## src/rtl/mpmc11_pkg.sv

```systemverilog
// mpmc11_pkg: shared mpmc11 types and queue sizing
package mpmc11_pkg;
  typedef struct packed {
    logic [31:0] addr;
    logic [63:0] data;
    logic [7:0]  be;
    logic [3:0]  id;
  } mpmc11_fifoe_t;
  localparam int MPMC11_FIFO_DEP = 32;
endpackage

```

## src/rtl/mpmc11_dpram_dist.sv

```systemverilog
// mpmc11_dpram_dist: distributed RAM with one synchronous write port and one asynchronous read port
module mpmc11_dpram_dist #(
  parameter int WID = 64,
  parameter int DEP = 32
) (
  input  logic                   clk,
  input  logic                   we,
  input  logic [$clog2(DEP)-1:0] wa,
  input  logic [WID-1:0]         wd,
  input  logic [$clog2(DEP)-1:0] ra,
  output logic [WID-1:0]         rd
);
  logic [WID-1:0] mem [DEP];
  always_ff @(posedge clk)
    if (we) mem[wa] <= wd;
  assign rd = mem[ra];
endmodule

```

## src/rtl/mpmc11_sfifo_fta.sv

```systemverilog
// mpmc11_sfifo_fta: single-clock FIFO with FWFT or standard read, status flags and occupancy count
module mpmc11_sfifo_fta
  import mpmc11_pkg::*;
#(
  parameter int WID              = 64,
  parameter int DEP              = MPMC11_FIFO_DEP,
  parameter bit FWFT             = 1'b1,
  parameter int PROG_FULL_THRESH = 27,
  parameter int RST_BUSY_CYCLES  = 4
) (
  input  logic                 clk,
  input  logic                 rst,
  input  logic                 wr_fifo,
  input  logic [WID-1:0]       din,
  input  logic                 rd_fifo,
  output logic [WID-1:0]       dout,
  output logic                 v,
  output logic                 full,
  output logic                 almost_full,
  output logic                 prog_full,
  output logic                 empty,
  output logic                 almost_empty,
  output logic                 wr_ack,
  output logic                 overflow,
  output logic                 underflow,
  output logic                 rst_busy,
  output logic [$clog2(DEP):0] cnt
);
  localparam int AW = $clog2(DEP);
  localparam int PW = AW + 1;
  logic [PW-1:0]  wr_ptr, rd_ptr;
  logic [3:0]     bc;
  logic [WID-1:0] rd_data, dout_q;
  logic           v_q, wr_ok, rd_ok;
  assign rst_busy     = bc != 4'd0;
  assign empty        = wr_ptr == rd_ptr;
  assign full         = wr_ptr[AW-1:0] == rd_ptr[AW-1:0] && wr_ptr[AW] != rd_ptr[AW];
  assign cnt          = wr_ptr - rd_ptr;
  assign almost_full  = cnt >= PW'(DEP - 1);
  assign prog_full    = cnt >= PW'(PROG_FULL_THRESH);
  assign almost_empty = cnt <= PW'(1);
  assign wr_ok        = wr_fifo & ~full & ~rst_busy;
  assign rd_ok        = rd_fifo & ~empty & ~rst_busy;
  assign dout         = FWFT ? (empty ? '0 : rd_data) : dout_q;
  assign v            = FWFT ? ~empty : v_q;
  always_ff @(posedge clk)
    if (rst) begin
      wr_ptr    <= '0;
      rd_ptr    <= '0;
      bc        <= 4'(RST_BUSY_CYCLES);
      dout_q    <= '0;
      v_q       <= 1'b0;
      wr_ack    <= 1'b0;
      overflow  <= 1'b0;
      underflow <= 1'b0;
    end else begin
      bc        <= rst_busy ? bc - 4'd1 : bc;
      wr_ptr    <= wr_ok ? wr_ptr + PW'(1) : wr_ptr;
      rd_ptr    <= rd_ok ? rd_ptr + PW'(1) : rd_ptr;
      dout_q    <= rd_ok ? rd_data : dout_q;
      v_q       <= rd_ok;
      wr_ack    <= wr_ok;
      overflow  <= wr_fifo & full & ~rst_busy;
      underflow <= rd_fifo & empty & ~rst_busy;
    end
  mpmc11_dpram_dist #(.WID(WID), .DEP(DEP)) u_ram (
    .clk (clk),
    .we  (wr_ok),
    .wa  (wr_ptr[AW-1:0]),
    .wd  (din),
    .ra  (rd_ptr[AW-1:0]),
    .rd  (rd_data)
  );
endmodule

```

## config.mk

```make
export PLATFORM = sky130hd
export DESIGN_NAME = mpmc11_sfifo_fta
export DESIGN_NICKNAME = d
export VERILOG_FILES = /design/src/rtl/mpmc11_pkg.sv /design/src/rtl/mpmc11_dpram_dist.sv /design/src/rtl/mpmc11_sfifo_fta.sv
export SDC_FILE = /design/constraint.sdc
export NUM_CORES = 2
export LEC_CHECK = 0
export ABC_AREA = 0
export CAP_MARGIN = 20
export CORE_MARGIN = 2
export CORE_UTILIZATION = 65
export CTS_CLUSTER_DIAMETER = 40
export DETAILED_ROUTE_END_ITERATION = 16
export MAX_ROUTING_LAYER = met4
export PLACE_DENSITY = 0.83
export REMOVE_ABC_BUFFERS = 1
export SLEW_MARGIN = 20
export SYNTH_ARGS = -nofsm -noshare
export SYNTH_HDL_FRONTEND = slang
export SYNTH_HIERARCHICAL = 1
export SYNTH_SLANG_ARGS = --single-unit
```

## constraint.sdc

```tcl
create_clock -name clk -period 11 [get_ports clk]
set_clock_uncertainty 0.15 [all_clocks]
set_input_delay 2.2 -clock clk [delete_from_list [all_inputs] [get_ports clk]]
set_output_delay 2.2 -clock clk [all_outputs]
set_load 0.01 [all_outputs]
```

Yosys cells after proc, flatten, opt, wreduce, memory -nomap -nowiden
Memories as Yosys holds them, arrays and structs flattened. A register that Yosys moved wholly into a read port is not among the register bits.
Index checks and enable logic that the tools add are counted.
Word-level totals
  ROM bits: 0
  input bits: 68
  latch bits: 0
  word-level logic and storage cells: 35
  RAM bits: 2048
  memories kept: 1
  flip-flop bits (word level): 19
  output and inout port bits: 80
Memories
  u_ram.mem: depth 32, width 64, rd ports 1, clocked after Yosys merged registers in 1, write ports 1, RTL line mpmc11_dpram_dist.sv:13  | logic [WID-1:0] mem [DEP];
Operators by class
  eq/ne operators: 3
  order comparisons: 3
  bitwise operators: 11
  multipliers: 0
  divide/modulo/power cells: 0
  mux-type cells: 5
  shifts and indexed selects: 0
  reduce and logical (&&, ||, !) cells: 2
  add/sub/neg operators: 4
Operator list (number)
  64-bit two-way mux: 1
  6-bit by 1-bit adder with 6-bit output (second input constant): 2
  6-bit by 5-bit >= comparator with 1-bit output (second input constant): 2
  5-bit two-way mux: 2
  1-bit bitwise AND: 8
  6-bit equality test: 1
  6-bit by 1-bit less-or-equal comparator with 1-bit output (second input constant): 1
  6-bit subtractor: 1
  5-bit equality test: 1
  4-bit nonzero test: 1
  4-bit by 1-bit subtractor with 4-bit output (second input constant): 1
  1-bit inverter: 3
  1-bit two-way mux: 2
  1-bit logical AND: 1
  1-bit inequality test: 1

Depth between registers and ports, before layout
  depth after elaboration: 7
  gate-level depth with buffers: 10
  gate-level depth less buffers: 9

By module
The synthesis kept the hierarchy.
By module, submodules not included
  mpmc11_dpram_dist: cells each 3033, area an instance 77683.3 um^2, seq. area each 61499.0 um^2, instances 1
  mpmc11_sfifo_fta: cells each 200, area an instance 1539.0 um^2, seq. area each 380.4 um^2, instances 1

Least setup slack after synthesis
No wires, ideal clock.
  path type: input port to flip-flop
  start point: input port wr_fifo
  end point: memory u_ram.mem[28][0], enable pin
  arrival time: 5.962 ns
  library setup time: 0.487 ns
  data required time: 10.363 ns
  buffers on the path: 1
  cell stages on the path: 5
  slack: 4.401 ns
  path through: nand4bb_4 > a31oi_4 > or3b_2 > clkbuf_1 > nor2_1
Between the ends
  cells in the longest elaborated chain, start to end: 4
Ends and longest elaborated chain
  start: declaration: RTL line mpmc11_sfifo_fta.sv:13  | input logic wr_fifo,
  1-bit bitwise AND (2 in a row): RTL line mpmc11_sfifo_fta.sv:42  | assign wr_ok = wr_fifo & ~full & ~rst_busy;
  net wr_ok: RTL line mpmc11_sfifo_fta.sv:34  | logic v_q, wr_ok, rd_ok;
  1-bit two-way mux: RTL line mpmc11_dpram_dist.sv:15  | if (we) mem[wa] <= wd;
  1-bit two-way mux (not written as such): RTL line mpmc11_dpram_dist.sv:15
  end: declaration: RTL line mpmc11_dpram_dist.sv:13
The timed path passes the listed nets, and every way through them passes these cells.

Final worst setup path
  start point: register rd_ptr[1]
  end point: output port dout[45]
Between the ends
  cells in the longest elaborated chain, start to end: 2
Ends and longest elaborated chain
  start: declaration: RTL line mpmc11_sfifo_fta.sv:31  | logic [PW-1:0] wr_ptr, rd_ptr;
  start signal: assignment: RTL line mpmc11_sfifo_fta.sv:59  | rd_ptr <= rd_ok ? rd_ptr + PW'(1) : rd_ptr;
  6-bit equality test: RTL line mpmc11_sfifo_fta.sv:36  | assign empty = wr_ptr == rd_ptr;
  64-bit two-way mux: RTL line mpmc11_sfifo_fta.sv:44  | assign dout = FWFT ? (empty ? '0 : rd_data) : dout_q;
  end: declaration: RTL line mpmc11_sfifo_fta.sv:16  | output logic [WID-1:0] dout,
No other way between the ends.

==> reports/metrics.yaml <==
floorplan:
  start_util: 0.6526
  pin_count: 148
  row_count: 128
  die_w_um: 353.1
  die_h_um: 353.1
  coreArea_mm2: 0.1214
  die_area_mm2: 0.1247
logic_synthesis:
  yosysWarnings: 6
  async_flop_share: 0
  synth.area.mux_share: 0.1867
  synth_flop_cell: "edfxtp_1"
  synth_area_mm2: 0.07922
  synth_area_per_cell_um2: 24.50
  synth_adder_area_share: 0.001516
  synth_compound_area_frac: 0.006033
  synth_seq_cells: 2067
  synth.yosys.seq_area_share: 0.7811
  synth_top_family_by_area: "multiplexers"
  synth_edf_count: 2048
  synth-simple-area-share: 0.01252
  synth_xor_area_frac: 0.001658
  yosysUniqueCellTypes: 52
  netlist_instances: 3233
setup_path:
  r2r_cells: 8
  worst-r2r-setup-slack_ps: 4940
  crit_fanout: 75
  crit_family: "buffers and inverters"
  cp_num_cells: 7
  crit_type: "flop to output pin"
  r2r_end: "u_ram/mem[27][17]"
  start_kind: "flop"
  r2r-start: "rd_ptr[4]"
  crit_chain: "buf_4 > buf_4 > mux4_2 > mux4_2 > mux2_2 > and2_1 > clkdlybuf4s50_1"
  crit_slowest_cell: "buf_4"
  required_ps: 8650
  critPathBufInv: 3
  max_stage_delay_ps: 1030
  worstPathArrival_ps: 5830
  critPathCaptureType: "output pin"
drt:
  vias: 40620
  first_iter_violations: 7463
  firstDrtPassIters: 6
  drc: 0
  wirelength_um: 233500
  postRouteAntennaNets: 0
  avgRoutedWirePerCell_um: 43.86
  viasPerCell: 7.629
clock_tree:
  cts.root.buffer_cell: "clkbuf_16"
  cts_tree: "built"
  cts_buffer_depth: 3
  cts_made_buffers: 211
  ctsResizeCount: 0
  cts_hold_buf: 0
  clk-insertion-delay-late_ps: 840
  cts.sink_count: 2067
  cts_setup_buffers: 0
  htreeDepth: 4
  clkTransAtPathRegs_ps: 60
timing:
  slew-limit-headroom: 0.1702
  max_freq_mhz: 122.2
  fin_crit_ps: 8182
  tns_ps: 0
  worst_hold_slack_ps: 405.0
  worst_pin_slew_ps: 1245
  setup_viol: 0
  period_share: 0.7438
  finalHoldViolCount: 0
  rsz0062_at_grt: "false"
  slew_violations: 0
global_route:
  grt_pass1_wl_um: 323700
  grt_pass1_vias: 41680
  antenna_found_initial: 13
  grt_max_degree: 139
  grtUsageTotal: 0.3917
  overflow: 0
pwr:
  powerDensity_mw_per_mm2: 187.2
  p_sw_mw: 3.648
  netSwitchingFraction: 0.2162
  comb_power_share: 0.038
  seq_power_share: 0.517
  power.leakage_nw: 27.12
  clkPwrFrac: 0.444
  internal_power_mw: 13.23
  peakVddDrop_v: 0.0001809
  p_total_mw: 16.88
placed_design:
  postPlaceCellArea_mm2: 0.08286
  place.gp.congestion: 0.7613
  dp_hpwl_um: 101100
  io_buffers: 147
final_layout:
  mostFrequentLayoutCells: "2048 x edfxtp_1, 602 x mux4_2, 216 x clkbuf_16, 132 x clkdlybuf4s50_1, 74 x mux2_2"
  layout.nets: 3589
  final_common_cell: "edfxtp_1"
  drive_above_1_share: 0.3144
  fin_util: 0.7428
  stdcell_area_mm2: 0.09017
  syn2layout_area_growth_pct: 13.82
worst_hold_path:
  min_path_type: "flop to flop"
  holdCritStartpoint: "bc[1]"
  holdPathStages: 2
  min_to: "bc[1]"
outcome:
  status: "completed"
job:
  cap_violations: 0
[worst reg2reg max path, delay by kind of cell (launching register included)]
kind / cells / cell delay, ps
AND/OR/NAND/NOR: 3 / 2040
buffers and inverters: 3 / 1630
flip-flops: 1 / 960
adder cells (fa/ha/maj): 1 / 420
AO/OA/AOI/OAI: 1 / 380
[how the worst max path moves through the flow]
stage,slack [ps],startpoint,to
finish,2820,rd_ptr[1],dout[45]
global route,2680,rd_ptr[0],dout[62]
CTS,2800,rd_ptr[0],dout[8]
detailed placement,3790,rd_ptr[0],dout[30]
global placement,3900,rd_ptr[0],dout[30]
floorplan,-14940,rd_ptr[0],u_ram/mem[12][0]
[cell usage after synthesis (4+ instances only)]
library cell / count / area (um^2)
nor2b_1: 5 / 31.28
xnor2_1: 8 / 70.07
edfxtp_1: 2048 / 61500
buf_2: 66 / 330.3
and2_1: 68 / 425.4
a211oi_1: 4 / 30.03
inv_1: 12 / 45.04
a221oi_1: 12 / 105.1
mux2_2: 74 / 833.3
or3_1: 4 / 25.02
nor2_1: 61 / 229.0
nand2_1: 9 / 33.78
nand3_1: 4 / 20.02
o22ai_1: 10 / 62.56
mux4_2: 602 / 13560
dfxtp_1: 19 / 380.4
clkbuf_1: 64 / 240.2
nand4_1: 5 / 31.28
o21ai_0: 14 / 70.07
buf_1: 19 / 71.32
buf_4: 14 / 105.1
mux2i_1: 40 / 400.4
xor2_1: 7 / 61.31
ha_1: 8 / 100.1
a21oi_1: 7 / 35.03
nand3b_1: 6 / 45.04
[area by class of cell]
cell class	count	area, um^2
diodes	13	32.53
clock buffers	251	5597
clock inverters	136	1549
fillers	5952	31230
inverters	13	48.80
multi-input cells	987	16770
flip-flops and latches	2067	61900
well taps	1625	2033
repair buffers	232	2245
[routing by layer]
layer | up-vias | track usage | routed length, um
met5 | - | - | 0
li1 | 14520 | - | -
met4 | 0 | 0.2051 | 14330
met1 | 20790 | 0.4911 | 72240
met3 | 921 | 0.09158 | 31940
met2 | 4385 | 0.6072 | 115000
[kinds of logic (layout without fill, tap and decap cells)]
group / after synthesis / count (layout)
DFF: 2067 / 2067
adders and majority gates: 9 / 9
and+or+nand+nor: 180 / 180
xor gates and xnor gates: 15 / 15
other: 0 / 13
AOI/OAI and AO/OA: 67 / 67
buffers and inverters: 179 / 632
muxes: 716 / 716
[through the flow]
| step | worst slack [ps] | cells |
|---|---|---|
| floorplan | -14940 | 3067 |
| global placement | 3902 | 4915 |
| detailed placement | 3788 | 4915 |
| CTS | 2800 | 5302 |
| global route | 2677 | 5323 |
| finish | 2818 | 5324 |
[power groups by stage]
stage	logic [mW]	registers, mW	clock network, mW
CTS	0.638	8.73	7.50
floorplan	0.374	8.91	0
finish	0.649	8.73	7.50
detailed placement	0.613	8.89	0
global placement	0.585	8.89	0
global route	0.681	8.73	7.78
[sequential cells by signal, indices dropped and copies added (netlist names)]
register,flops
bc,4
overflow,1
rd_ptr,6
u_ram/mem,2048
underflow,1
wr_ack,1
wr_ptr,6
No activity file was read; power rests on OpenSTA's default activity.
